File: src/rtl/frame_feeder_if.sv
// Producer-side byte stream into frame_feeder: valid/ready handshake.
// master = producer, slave = feeder.
interface frame_feeder_if #(
  parameter int WIDTH = 8
) ();
  logic [WIDTH-1:0] in_data;
  logic             in_valid;
  logic             in_ready;

  modport master (
    output in_data,
    output in_valid,
    input  in_ready
  );

  modport slave (
    input  in_data,
    input  in_valid,
    output in_ready
  );
endinterface

File: src/rtl/frame_feeder.sv
// Buffers a DEPTH-byte frame from the producer, streams it once to the averaging
// core behind a start pulse, then holds off the producer until the core reports done.
module frame_feeder #(
  parameter int WIDTH = 8,
  parameter int DEPTH = 8
) (
  input  logic             clock,
  input  logic             reset,
  frame_feeder_if.slave    prod,
  output logic             start,
  output logic [WIDTH-1:0] data,
  input  logic             done,
  output logic             busy,
  output logic [7:0]       frame_count
);
  localparam int            PW   = $clog2(DEPTH);
  localparam logic [PW-1:0] LAST = PW'(DEPTH - 1);

  typedef enum logic [1:0] {
    FILL      = 2'd0,
    STREAM    = 2'd1,
    WAIT_DONE = 2'd2
  } state_t;

  state_t           state_reg, state_next;
  logic [PW-1:0]    wr_ptr_reg, rd_ptr_reg;
  logic [7:0]       frame_count_reg;
  logic [WIDTH-1:0] buf_reg [DEPTH];
  logic [DEPTH-1:0] wr_sel;
  logic             accept;

  assign accept = prod.in_valid && prod.in_ready;

  genvar gi;
  generate
    for (gi = 0; gi < DEPTH; gi++) begin : g_wr_sel
      assign wr_sel[gi] = accept && (wr_ptr_reg == PW'(gi));
    end
  endgenerate

  always_ff @(posedge clock) begin
    for (int i = 0; i < DEPTH; i++) begin
      if (wr_sel[i]) begin
        buf_reg[i] <= prod.in_data;
      end
    end
  end

  always_ff @(posedge clock) begin
    if (reset) begin
      state_reg <= FILL;
    end else begin
      state_reg <= state_next;
    end
  end

  always_comb begin
    state_next = state_reg;
    case (state_reg)
      FILL:      if (accept && wr_ptr_reg == LAST) state_next = STREAM;
      STREAM:    if (rd_ptr_reg == LAST) state_next = WAIT_DONE;
      WAIT_DONE: if (done) state_next = FILL;
      default:   state_next = FILL;
    endcase
  end

  // DEPTH is a power of two, so the natural wrap of each pointer clears it
  // on the same edge that leaves FILL / STREAM.
  always_ff @(posedge clock) begin
    if (reset) begin
      wr_ptr_reg      <= '0;
      rd_ptr_reg      <= '0;
      frame_count_reg <= '0;
    end else begin
      if (accept) begin
        wr_ptr_reg <= wr_ptr_reg + 1'b1;
      end
      if (state_reg == STREAM) begin
        rd_ptr_reg <= rd_ptr_reg + 1'b1;
      end
      if (state_reg == WAIT_DONE && done) begin
        frame_count_reg <= frame_count_reg + 8'd1;
      end
    end
  end

  always_comb begin
    prod.in_ready = 1'b0;
    busy          = 1'b0;
    start         = 1'b0;
    data          = '0;
    case (state_reg)
      FILL:      prod.in_ready = !reset;
      STREAM: begin
        busy  = 1'b1;
        start = (rd_ptr_reg == '0);
        data  = buf_reg[rd_ptr_reg];
      end
      WAIT_DONE: busy = 1'b1;
      default:   ;
    endcase
  end

  assign frame_count = frame_count_reg;
endmodule
File: src/flat_wrapper.sv
// flat-port wrapper written by rule: the top's interface ports become plain ports
module frame_feeder_flat 
#(
  parameter int WIDTH = 8,
  parameter int DEPTH = 8
)
  (clock, reset, start, data, done, busy, frame_count, prod_in_data, prod_in_valid, prod_in_ready);
  frame_feeder_if #(.WIDTH(WIDTH)) prod_i ();
  input  logic clock;
  input  logic reset;
  output logic start;
  output logic [WIDTH-1:0] data;
  input  logic done;
  output logic busy;
  output logic [7:0] frame_count;
  input wire logic [$bits(prod_i.in_data)-1:0] prod_in_data;
  input wire logic [$bits(prod_i.in_valid)-1:0] prod_in_valid;
  output wire logic [$bits(prod_i.in_ready)-1:0] prod_in_ready;
  assign prod_i.in_data = prod_in_data;
  assign prod_i.in_valid = prod_in_valid;
  assign prod_in_ready = prod_i.in_ready;
  frame_feeder #(.WIDTH(WIDTH), .DEPTH(DEPTH)) u_core (.clock(clock), .reset(reset), .prod(prod_i), .start(start), .data(data), .done(done), .busy(busy), .frame_count(frame_count));
endmodule
File: config.mk
export PLATFORM = sky130hd
export DESIGN_NAME = frame_feeder_flat
export DESIGN_NICKNAME = d
export VERILOG_FILES = /design/src/rtl/frame_feeder_if.sv /design/src/rtl/frame_feeder.sv /design/src/flat_wrapper.sv
export SDC_FILE = /design/constraint.sdc
export NUM_CORES = 1
export LEC_CHECK = 0
export CAP_MARGIN = 25
export CELL_PAD_IN_SITES_DETAIL_PLACEMENT = 0
export CELL_PAD_IN_SITES_GLOBAL_PLACEMENT = 1
export CORE_MARGIN = 1
export CORE_UTILIZATION = 52
export CTS_CLUSTER_DIAMETER = 80
export DETAILED_ROUTE_END_ITERATION = 7
export PLACE_DENSITY = 0.83
export SYNTH_ARGS = -nofsm -noshare
export SYNTH_HDL_FRONTEND = slang
export SYNTH_SLANG_ARGS = --single-unit
File: constraint.sdc
create_clock -name clock -period 3.05 [get_ports clock]
set_input_delay 0.7625 -clock clock [delete_from_list [all_inputs] [get_ports clock]]
set_output_delay 0.7625 -clock clock [all_outputs]
set_load 0.03 [all_outputs]
==> summary.md <==
| Metric | Value |
|---|---|
| Status | `complete, no violations` |
| Final routed DRC violation total | `0` |
| Startpoint type of the worst setup path | `flip-flop` |
| Synthesis-stage register bit count | `83` |
| Core occupancy in the finished layout | `0.6368` |
| Setup clock skew after layout | `0.006862 ns` |
| Syn Std Cell Area | `3450 µm²` |
| Final-report setup violation count | `0` |
| Crit Path Class | `reg2out` |
| Clock Tree Buf Depth | `2` |
| Synthesized Nets | `239` |
| Proportion of netlist area held by the largest area contributor | `0.5571` |
| Layout net count | `279` |
| Average cell area after synthesis | `16.20 µm²` |
| Met1 Track Usage GR | `0.2553` |
| Clock Latency Late Sink | `0.35 ns` |
| H-tree depth reported by CTS | `3` |
| Number of vias per cell after detailed routing | `5.534` |
| TritonCTS buffer count | `9` |
| Placed standard-cell area | `3855 µm²` |
| Series of cell instances along the critical path | `inv_1 -> ha_1 -> buf_4 -> nand2_1 -> nor2_1 -> clkdlybuf4s50_1` |
| Initial antenna violation count | `0` |
| Final worst path period share | `0.8892` |
| Share of post-route cells with drive strength above 1 | `0.1667` |
| Actual transition at the worst max-transition pin | `0.5652 ns` |
| Required time of the worst setup path | `2.29 ns` |
| Final cell count without fillers | `335` |
| Pin count of the biggest net entering global routing | `18` |
| Global-route usage over all layers | `0.1812` |
| Cells resized by post-CTS repair | `0` |
| Dominant register cell in the synthesized netlist | `edfxtp_1` |
| CTS tree | `built` |
| Number of global-route vias before repair | `1,777` |
| Clock-pin slew reported for the worst setup and hold paths after clock tree synthesis | `0.08 ns` |
| Relative contribution of combinational cells to total power | `0.061` |
| Final Max Slew Viols | `0` |
| Total detailed-routing wirelength | `5887 µm` |
| Cell-internal power | `1.668 mW` |
| HPWL after DPL | `3847 µm` |
| Buffering stage count on the worst path with inverters included | `3` |
| Die Span X | `83.45 µm` |
| Finished Cell Area | `4066 µm²` |
| Number of max-capacitance violations reported | `0` |
| Power density over cell area | `526.7 nW/µm²` |
| Clock root buffer master | `clkbuf_8` |
| Most area-hungry cell type in the Yosys netlist | `edfxtp_1` |
| Static power due to leakage | `1.488 nW` |
| Register area share after synthesis | `0.6674` |
| Number of buffers added to fix hold violations after cts | `0` |
| Die Outline Area | `6963 µm²` |
| R2R setup slack | `1.13 ns` |
| Total negative setup slack | `0 ns` |
| Switching power as a share of total power | `0.2210` |
| DR WL/cell | `17.57 µm` |
| Drt pass-1 iters | `4` |
| Slew margin rel. | `0.6227` |
| Highest-delay cell along the critical path | `clkdlybuf4s50_1` |
| Cell family with the largest share of critical-path delay | `buffers and inverters` |
| Count of standard-cell rows | `29` |
| Critical Path Max Stage Delay | `0.68 ns` |
| Clock Sinks | `83` |
| Fraction of synthesis flops using an asynchronous set or reset pin | `0` |
| Synth warnings | `0` |
| Total global routing overflow | `0` |
| Post-CTS Repair Setup Buffers | `0` |
| Diode count | `0` |
| Number of DRC violations after detailed-routing iteration 0 | `97` |
| Signed area change from the synthesized netlist to the final layout | `17.88%` |
| Starting Density | `0.5402` |
| Y dimension of the die | `83.45 µm` |
| Post-route worst hold slack | `0.4865 ns` |
| Count of buffers inserted at the top-level ports | `30` |
| Final-report hold violation count | `0` |
| Cell types occupying the most area after synthesis | `edfxtp_1 (56%), dfxtp_1 (11%), mux4_2 (10%), ha_1 (5.1%), mux2i_1 (2.9%)` |
| Minimum clock period | `2.712 ns` |
| Seq pwr share | `0.583` |
| Max reg flops | `64` |
| Post-synth EDFFs | `64` |
| Worst-case vdd ir drop | `0.2993 mV` |
| Via count | `1,854` |
| Classification of the worst-slack hold path | `reg2reg` |
| Global-route met2 utilization | `0.2720` |
| Antenna violation net count after detailed routing | `0` |
| Worst path arrival time | `1.95 ns` |
| Kind of end point of the critical path | `primary output` |
| Global Route met3 Usage | `0.04573` |
| Placer congestion estimate | `0.7374` |
| Wire length of the first global-routing pass | `9183 µm` |
| Placed Cells incl. Taps | `319` |
| Number of top-level pins | `31` |
| Placeable Area | `6386 µm²` |
| Unrepaired setup endpoints after global routing | `no` |
| Power spent charging and discharging nets | `473.4 µW` |
| Distinct cell type count of the synthesized netlist | `34` |
| Crit Path Max Fanout | `6` |
| Gate count of the mapped netlist | `213` |
| Maximum clock frequency | `0.3687 GHz` |
| Power share of the clock group | `0.356` |
| Busiest layer in global routing | `met2` |
synth_stat cells, types with 2 or more instances:
master	n
inv_1	10
or4_1	2
buf_2	3
nor2b_1	2
and2_1	2
nand3_1	3
dfxtp_1	19
buf_1	2
and3_1	6
nand2_1	5
ha_1	14
o31ai_1	5
nand4_1	3
edfxtp_1	64
or3_1	2
clkbuf_1	2
mux4_2	16
mux2i_1	10
o21ai_0	3
nor2_1	17
a21oi_1	8
xnor2_1	3
final cells by class:
cell class	instances	area, µm²
repair buffers	38	390.4
clock buffers	9	123.9
inverters	10	37.54
well taps	77	96.34
flip-flops and latches	83	2302
multi-input cells	111	1049
fillers	468	2320
clock inverters	7	67.56
placed cells by master, fill, tap and decap left out, drive strengths merged:
cell type	instances
clkinv	4
and2	2
or3	3
nand3	3
nand4b	1
clkdlybuf4s50	21
o31ai	5
xnor2	3
dlymetal6s2s	8
a211oi	1
and2b	1
xor2	1
mux2i	10
buf	9
and3	6
nand4	4
clkbuf	9
clkinvlp	1
a21bo	1
a21oi	8
nand2	5
dfxtp	19
edfxtp	64
or2b	1
or4	2
a21boi	1
bufinv	1
mux4	16
nor2	17
ha	14
inv	11
o21ai	3
nor2b	2
and3b	1
metrics by stage:
| stage | total power, mW | worst slack (ns) |
|---|---|---|
| after floorplan | 1.347 | 0.9138 |
| after CTS | 2.162 | 0.03604 |
| after global placement | 1.405 | 0.4229 |
| after global routing | 2.219 | 0.2346 |
| final | 2.142 | 0.3379 |
| after detailed placement | 1.408 | 0.4158 |
power by group through the flow:
stage          combinational (mW)  sequential (mW)  clock, mW
2_1_floorplan              0.0798             1.27          0
3_3_place_gp                0.132             1.27          0
3_5_place_dp                0.133             1.28          0
4_1_cts                     0.134             1.25      0.779
5_1_grt                     0.144             1.25      0.824
6_report                    0.131             1.25      0.762
routing by layer:
| layer | vias up | wire [µm] |
|---|---|---|
| li1 | 891 | - |
| met1 | 920 | 2915 |
| met2 | 32 | 2677 |
| met3 | 11 | 191 |
| met4 | 0 | 102 |
| met5 | - | 0 |
path summary, 6_finish.rpt:
kind | to | from | cells past startpoint
max | start | u_core.state_reg[1] | 6
min | u_core.frame_count[7] | u_core.frame_count[7] | 2
max reg2reg | u_core.buf_reg[5][1] | u_core.state_reg[0] | 5
min reg2reg | u_core.frame_count[7] | u_core.frame_count[7] | 2
worst register-to-register path, delay by kind of cell, from the launching register on:
family                     cells  cell delay [ns]
and+or+nand+nor                2             0.77
adders and majority gates      1             0.21
buffers and inverters          2             0.32
DFF                            1             0.34
logic make-up (layout without fill, tap and decap cells):
group | count (synthesis) | in the layout | share of synthesized area
buffers and inverters | 19 | 64 | 0.02866
DFF | 83 | 83 | 0.6674
adders and majority gates | 14 | 14 | 0.05078
xor gates and xnor gates | 4 | 4 | 0.01016
and+or+nand+nor | 48 | 48 | 0.07544
muxes | 26 | 26 | 0.1335
AOI/OAI and AO/OA | 19 | 19 | 0.03410
Power figures use the tool's default switching activity.
